[src/rtl/core_featuremap_conv2d_0_packer.sv]
// Packs three DWIDTH-bit channel words (ch0, ch1, ch2) into one pixel word for the conv2d_0 filter FIFO.
// It stalls on a full FIFO only while a finished pixel is still waiting, and counts pixels per frame.
module core_featuremap_conv2d_0_packer #(
  parameter int DWIDTH     = 32,
  parameter int NUM_PIXELS = 1024,
  parameter int CNT_W      = 16
) (
  input  logic                  clock,
  input  logic                  reset,
  input  logic                  soft_clear,
  input  logic [DWIDTH-1:0]     in_data,
  input  logic                  in_valid,
  output logic                  in_ready,
  output logic [DWIDTH*3-1:0]   ff_wdata,
  output logic                  ff_wrreq,
  input  logic                  ff_full,
  output logic [CNT_W-1:0]      pixel_count,
  output logic                  frame_done
);

  typedef enum logic [1:0] {
    S_C0 = 2'd0,
    S_C1 = 2'd1,
    S_C2 = 2'd2
  } ch_sel_t;

  localparam logic [CNT_W-1:0] LAST_PIX = CNT_W'(NUM_PIXELS - 1);
  localparam logic [CNT_W-1:0] CNT_ONE  = CNT_W'(1);

  ch_sel_t                ch_sel_r, ch_sel_nxt_s;
  logic                   pend_r, pend_nxt_s;
  logic [DWIDTH-1:0]      ch0_r, ch0_nxt_s;
  logic [DWIDTH-1:0]      ch1_r, ch1_nxt_s;
  logic [DWIDTH*3-1:0]    wdata_r, wdata_nxt_s;
  logic [CNT_W-1:0]       count_r, count_nxt_s;
  logic                   frame_done_r, frame_done_nxt_s;
  logic                   beat_s;
  logic                   write_s;

  // Handshake terms: input is only blocked when a finished pixel cannot leave.
  always_comb begin
    in_ready = ~pend_r | ~ff_full;
    write_s  = pend_r & ~ff_full;
    beat_s   = in_valid & in_ready;
    ff_wrreq = write_s;
  end

  // Next-state logic for the channel FSM, pixel staging and frame counter.
  always_comb begin
    ch_sel_nxt_s     = ch_sel_r;
    pend_nxt_s       = pend_r;
    ch0_nxt_s        = ch0_r;
    ch1_nxt_s        = ch1_r;
    wdata_nxt_s      = wdata_r;
    count_nxt_s      = count_r;
    frame_done_nxt_s = 1'b0;
    if (soft_clear) begin
      ch_sel_nxt_s     = S_C0;
      pend_nxt_s       = 1'b0;
      count_nxt_s      = '0;
      frame_done_nxt_s = 1'b0;
    end else begin
      if (write_s) begin
        pend_nxt_s = 1'b0;
        if (count_r == LAST_PIX) begin
          count_nxt_s      = '0;
          frame_done_nxt_s = 1'b1;
        end else begin
          count_nxt_s = count_r + CNT_ONE;
        end
      end else begin
        frame_done_nxt_s = 1'b0;
      end
      // A ch2 beat reloads the staging word, overriding the write's clear of pend.
      if (beat_s) begin
        case (ch_sel_r)
          S_C0: begin
            ch0_nxt_s    = in_data;
            ch_sel_nxt_s = S_C1;
          end
          S_C1: begin
            ch1_nxt_s    = in_data;
            ch_sel_nxt_s = S_C2;
          end
          S_C2: begin
            wdata_nxt_s  = {in_data, ch1_r, ch0_r};
            pend_nxt_s   = 1'b1;
            ch_sel_nxt_s = S_C0;
          end
          default: begin
            ch_sel_nxt_s = S_C0;
          end
        endcase
      end else begin
        ch_sel_nxt_s = ch_sel_nxt_s;
      end
    end
  end

  // State register with asynchronous reset.
  always_ff @(posedge clock or negedge reset) begin
    if (!reset) begin
      ch_sel_r     <= S_C0;
      pend_r       <= 1'b0;
      ch0_r        <= '0;
      ch1_r        <= '0;
      wdata_r      <= '0;
      count_r      <= '0;
      frame_done_r <= 1'b0;
    end else begin
      ch_sel_r     <= ch_sel_nxt_s;
      pend_r       <= pend_nxt_s;
      ch0_r        <= ch0_nxt_s;
      ch1_r        <= ch1_nxt_s;
      wdata_r      <= wdata_nxt_s;
      count_r      <= count_nxt_s;
      frame_done_r <= frame_done_nxt_s;
    end
  end

  assign ff_wdata    = wdata_r;
  assign pixel_count = count_r;
  assign frame_done  = frame_done_r;

endmodule

[config.mk]
export PLATFORM = sky130hd
export DESIGN_NAME = core_featuremap_conv2d_0_packer
export DESIGN_NICKNAME = d
export VERILOG_FILES = /design/src/rtl/core_featuremap_conv2d_0_packer.sv
export SDC_FILE = /design/constraint.sdc
export NUM_CORES = 1
export LEC_CHECK = 0
export ABC_AREA = 1
export CORE_ASPECT_RATIO = 1.1
export CORE_MARGIN = 5
export CORE_UTILIZATION = 46
export DETAILED_ROUTE_END_ITERATION = 7
export GPL_TIMING_DRIVEN = 0
export PLACE_DENSITY = 0.8
export SLEW_MARGIN = 20
export SYNTH_ARGS = -nofsm -noshare
export SYNTH_HDL_FRONTEND = slang
export SYNTH_SLANG_ARGS = --single-unit
[constraint.sdc]
create_clock -name clock -period 1.5 [get_ports clock]
set_input_delay 0.15 -clock clock [delete_from_list [all_inputs] [get_ports clock]]
set_output_delay 0.15 -clock clock [all_outputs]
set_load 0.01 [all_outputs]
==> flow_metrics.tcl <==
set metrics [dict create \
    outcome "complete, no violations" \
    p_clk_frac 0.261 \
    wl_per_cell_um 16.9 \
    gp_congestion 0.875 \
    crit_type "reg2reg" \
    power.density_mw_per_mm2 1700 \
    synth.net_count 817 \
    yosys.area.top_type "dfrtp_1" \
    setup_viol 0 \
    finalSetupTns_ps 0 \
    ys_seq_area_frac 0.603 \
    arrival_ps 1810 \
    mostFrequentLayoutCells "nand2_1 (205), dfrtp_1 (173), inv_1 (110), o21ai_0 (92), clkdlybuf4s50_1 (73)" \
    end_kind "register" \
    drt-pass1-iter-count 5 \
    drive_above_1_share 0.149 \
    area_growth_pct 38.3 \
    cts.sinks 180 \
    grtUsageTotal 0.209 \
    fin_ws_ps 11.4 \
    crit_fanout 10 \
    ir_drop_mv 0.893 \
    antenna_cells 0 \
    portBuffers 151 \
    tritoncts "yes" \
    final_hold_viol_count 0 \
    slew_headroom 0.662 \
    timing.final.crit_share 0.992 \
    synthTopCellsByArea "dfrtp_1 (60%), nand2_1 (11%), o21ai_0 (6.2%)" \
    drtIter0Drc 300 \
    start_util 0.471 \
    cts-root-buf "clkbuf_16" \
    final_common_cell "nand2_1" \
    rows 48 \
    synth_cells 779 \
    clk_latency_ps 430 \
    maxCapViolations 0 \
    p_switching_mw 5.36 \
    slew_violations 0 \
    required_ps 1820 \
    rsz0062_at_grt "yes" \
    swShare 0.305 \
    post-route-min-period_ps 1490 \
    syn_area_per_cell_sq_um 9.59 \
    core_region_area_sq_mm 0.0159 \
    ios 152 \
    p_leak_nw 5.20 \
    sequentialPowerShare 0.434 \
    grt_max_degree 101 \
    synth_top_area_frac 0.603 \
    yosys_warnings 0 \
    route.detailed.drc 0 \
    numCtsBuffers 17 \
    fin_skew_ps 9.12 \
    post-place-ws_ps -350 \
    vias 5963 \
    grt_pass1_wl_um 31600 \
    syn-cell-area_sq_mm 0.00747 \
    ant_nets 0 \
    startpoint_type "register" \
    antenna_found_initial 0 \
    clockBufferDepth 2 \
    reg2reg_depth 8 \
    grt_overflow 0 \
    detailedPlacementHpwl_um 13400 \
    fmax_mhz 672 \
    ys_types 24 \
    num-nets-final 1013 \
    hp-class "in2async" \
    internal_power_mw 12.2 \
    dieArea_sq_mm 0.0189 \
    yosys_register_bits 180 \
    h-tree-depth 4 \
    clkSlewWorstSetupHoldPaths_ps 60 \
    die_w_um 132 \
    via_per_inst 5.02 \
    tightest_slew_ps 507 \
    routed_wl_um 20000 \
    fp.dieH_um 144 \
    grt_pass1_vias 6151 \
    pwr-share-comb 0.305 \
]
## final cells by class
type,instances,area (sq um)
tap,200,250
multi-input combinational,449,2260
sequential,180,4510
clock inverter,12,151
timing repair buffer,177,1850
clock buffer,20,457
fill,1270,5530
buffer,37,423
inverter,113,427
## power by group through the flow
stage,clock [mW],sequential [mW],combinational [mW]
floorplan,0,8.23,1.67
detailed placement,0,7.72,5.73
global placement,0,7.65,5.56
finish,4.59,7.63,5.37
global route,4.84,7.85,5.85
CTS,4.65,7.64,5.52
## critical path: stages (launching register included)
cell and delay [ps]:
dfrtp_1 400, nand2_2 110, nand2_4 70, nor4_4 150, buf_6 160, buf_6 150, buf_6 160, nand2_1 60
o21ai_0 110
## registers in the layout (all words and copies together), names as in the netlist
signal / flops
frame_done: 1
ch1_r: 32
ch0_r: 32
ff_wdata: 96
pend_r: 1
ch_sel_r: 2
pixel_count: 16
## per-stage QoR
stage                util  power [mW]  hold WS, ps  std cells  instance area, sq um
floorplan               -        9.91         -146        779                  7470
global placement    0.582        13.2          461       1130                  9230
detailed placement  0.586        13.5        -23.5       1132                  9290
CTS                 0.633        17.8          110       1181                 10000
global route        0.651        18.5          139       1188                 10300
finish              0.651        17.6          125       1188                 10300
## cells in the mapped netlist, drive strengths merged
cell and n:
xor2 2, ha 1, nor2 31, a21oi 5, o21a 32, o21ai 137
nor4 1, nand3 15, o21bai 1, buf 34, dfrtp 180, nand4 9
clkbuf 3, xnor2 2, nand2 213, inv 113
## layer usage
layer / share of wire / wire length (um) / track usage
met5: 0 / 0 / 0
met4: 0.022 / 440 / 0.0883
met3: 0.062 / 1250 / 0.0543
met2: 0.50 / 10100 / 0.351
met1: 0.41 / 8250 / 0.260
## repair_timing
item                                   4_1_cts  5_1_grt
pin swaps                                    2        7
hold buffers                                 1        0
endpoints found under the hold margin      112        0
resized for setup                           70       71
buffers inserted                            14        4
gates cloned                                 2        3
setup endpoints to repair                  153      159
## kinds of logic (layout without fill, tap and decap cells)
family,count (synthesis),after routing,share of synthesized area
compound gates,175,175,0.140
simple gates,269,269,0.146
flops,180,180,0.603
buf+inv,150,359,0.105
xor+xnor,4,4,0.00469
fa+ha+maj,1,1,0.00167
## worst paths after layout
path                       slack, ps                     start                  endpoint
max in group asynchronous        360                     reset   ff_wdata[9]$_DFFE_PN0P_
hold / removal                   130                     reset  ff_wdata[88]$_DFFE_PN0P_
min in group clock               320               in_data[30]     ch0_r[30]$_DFFE_PN0P_
setup reg to reg                  10          pend_r$_DFF_PN0_   ff_wdata[6]$_DFFE_PN0P_
setup / recovery                  10          pend_r$_DFF_PN0_   ff_wdata[6]$_DFFE_PN0P_
hold reg to reg                  480  ff_wdata[79]$_DFFE_PN0P_  ff_wdata[79]$_DFFE_PN0P_
No activity file was read; power rests on OpenSTA's default activity.
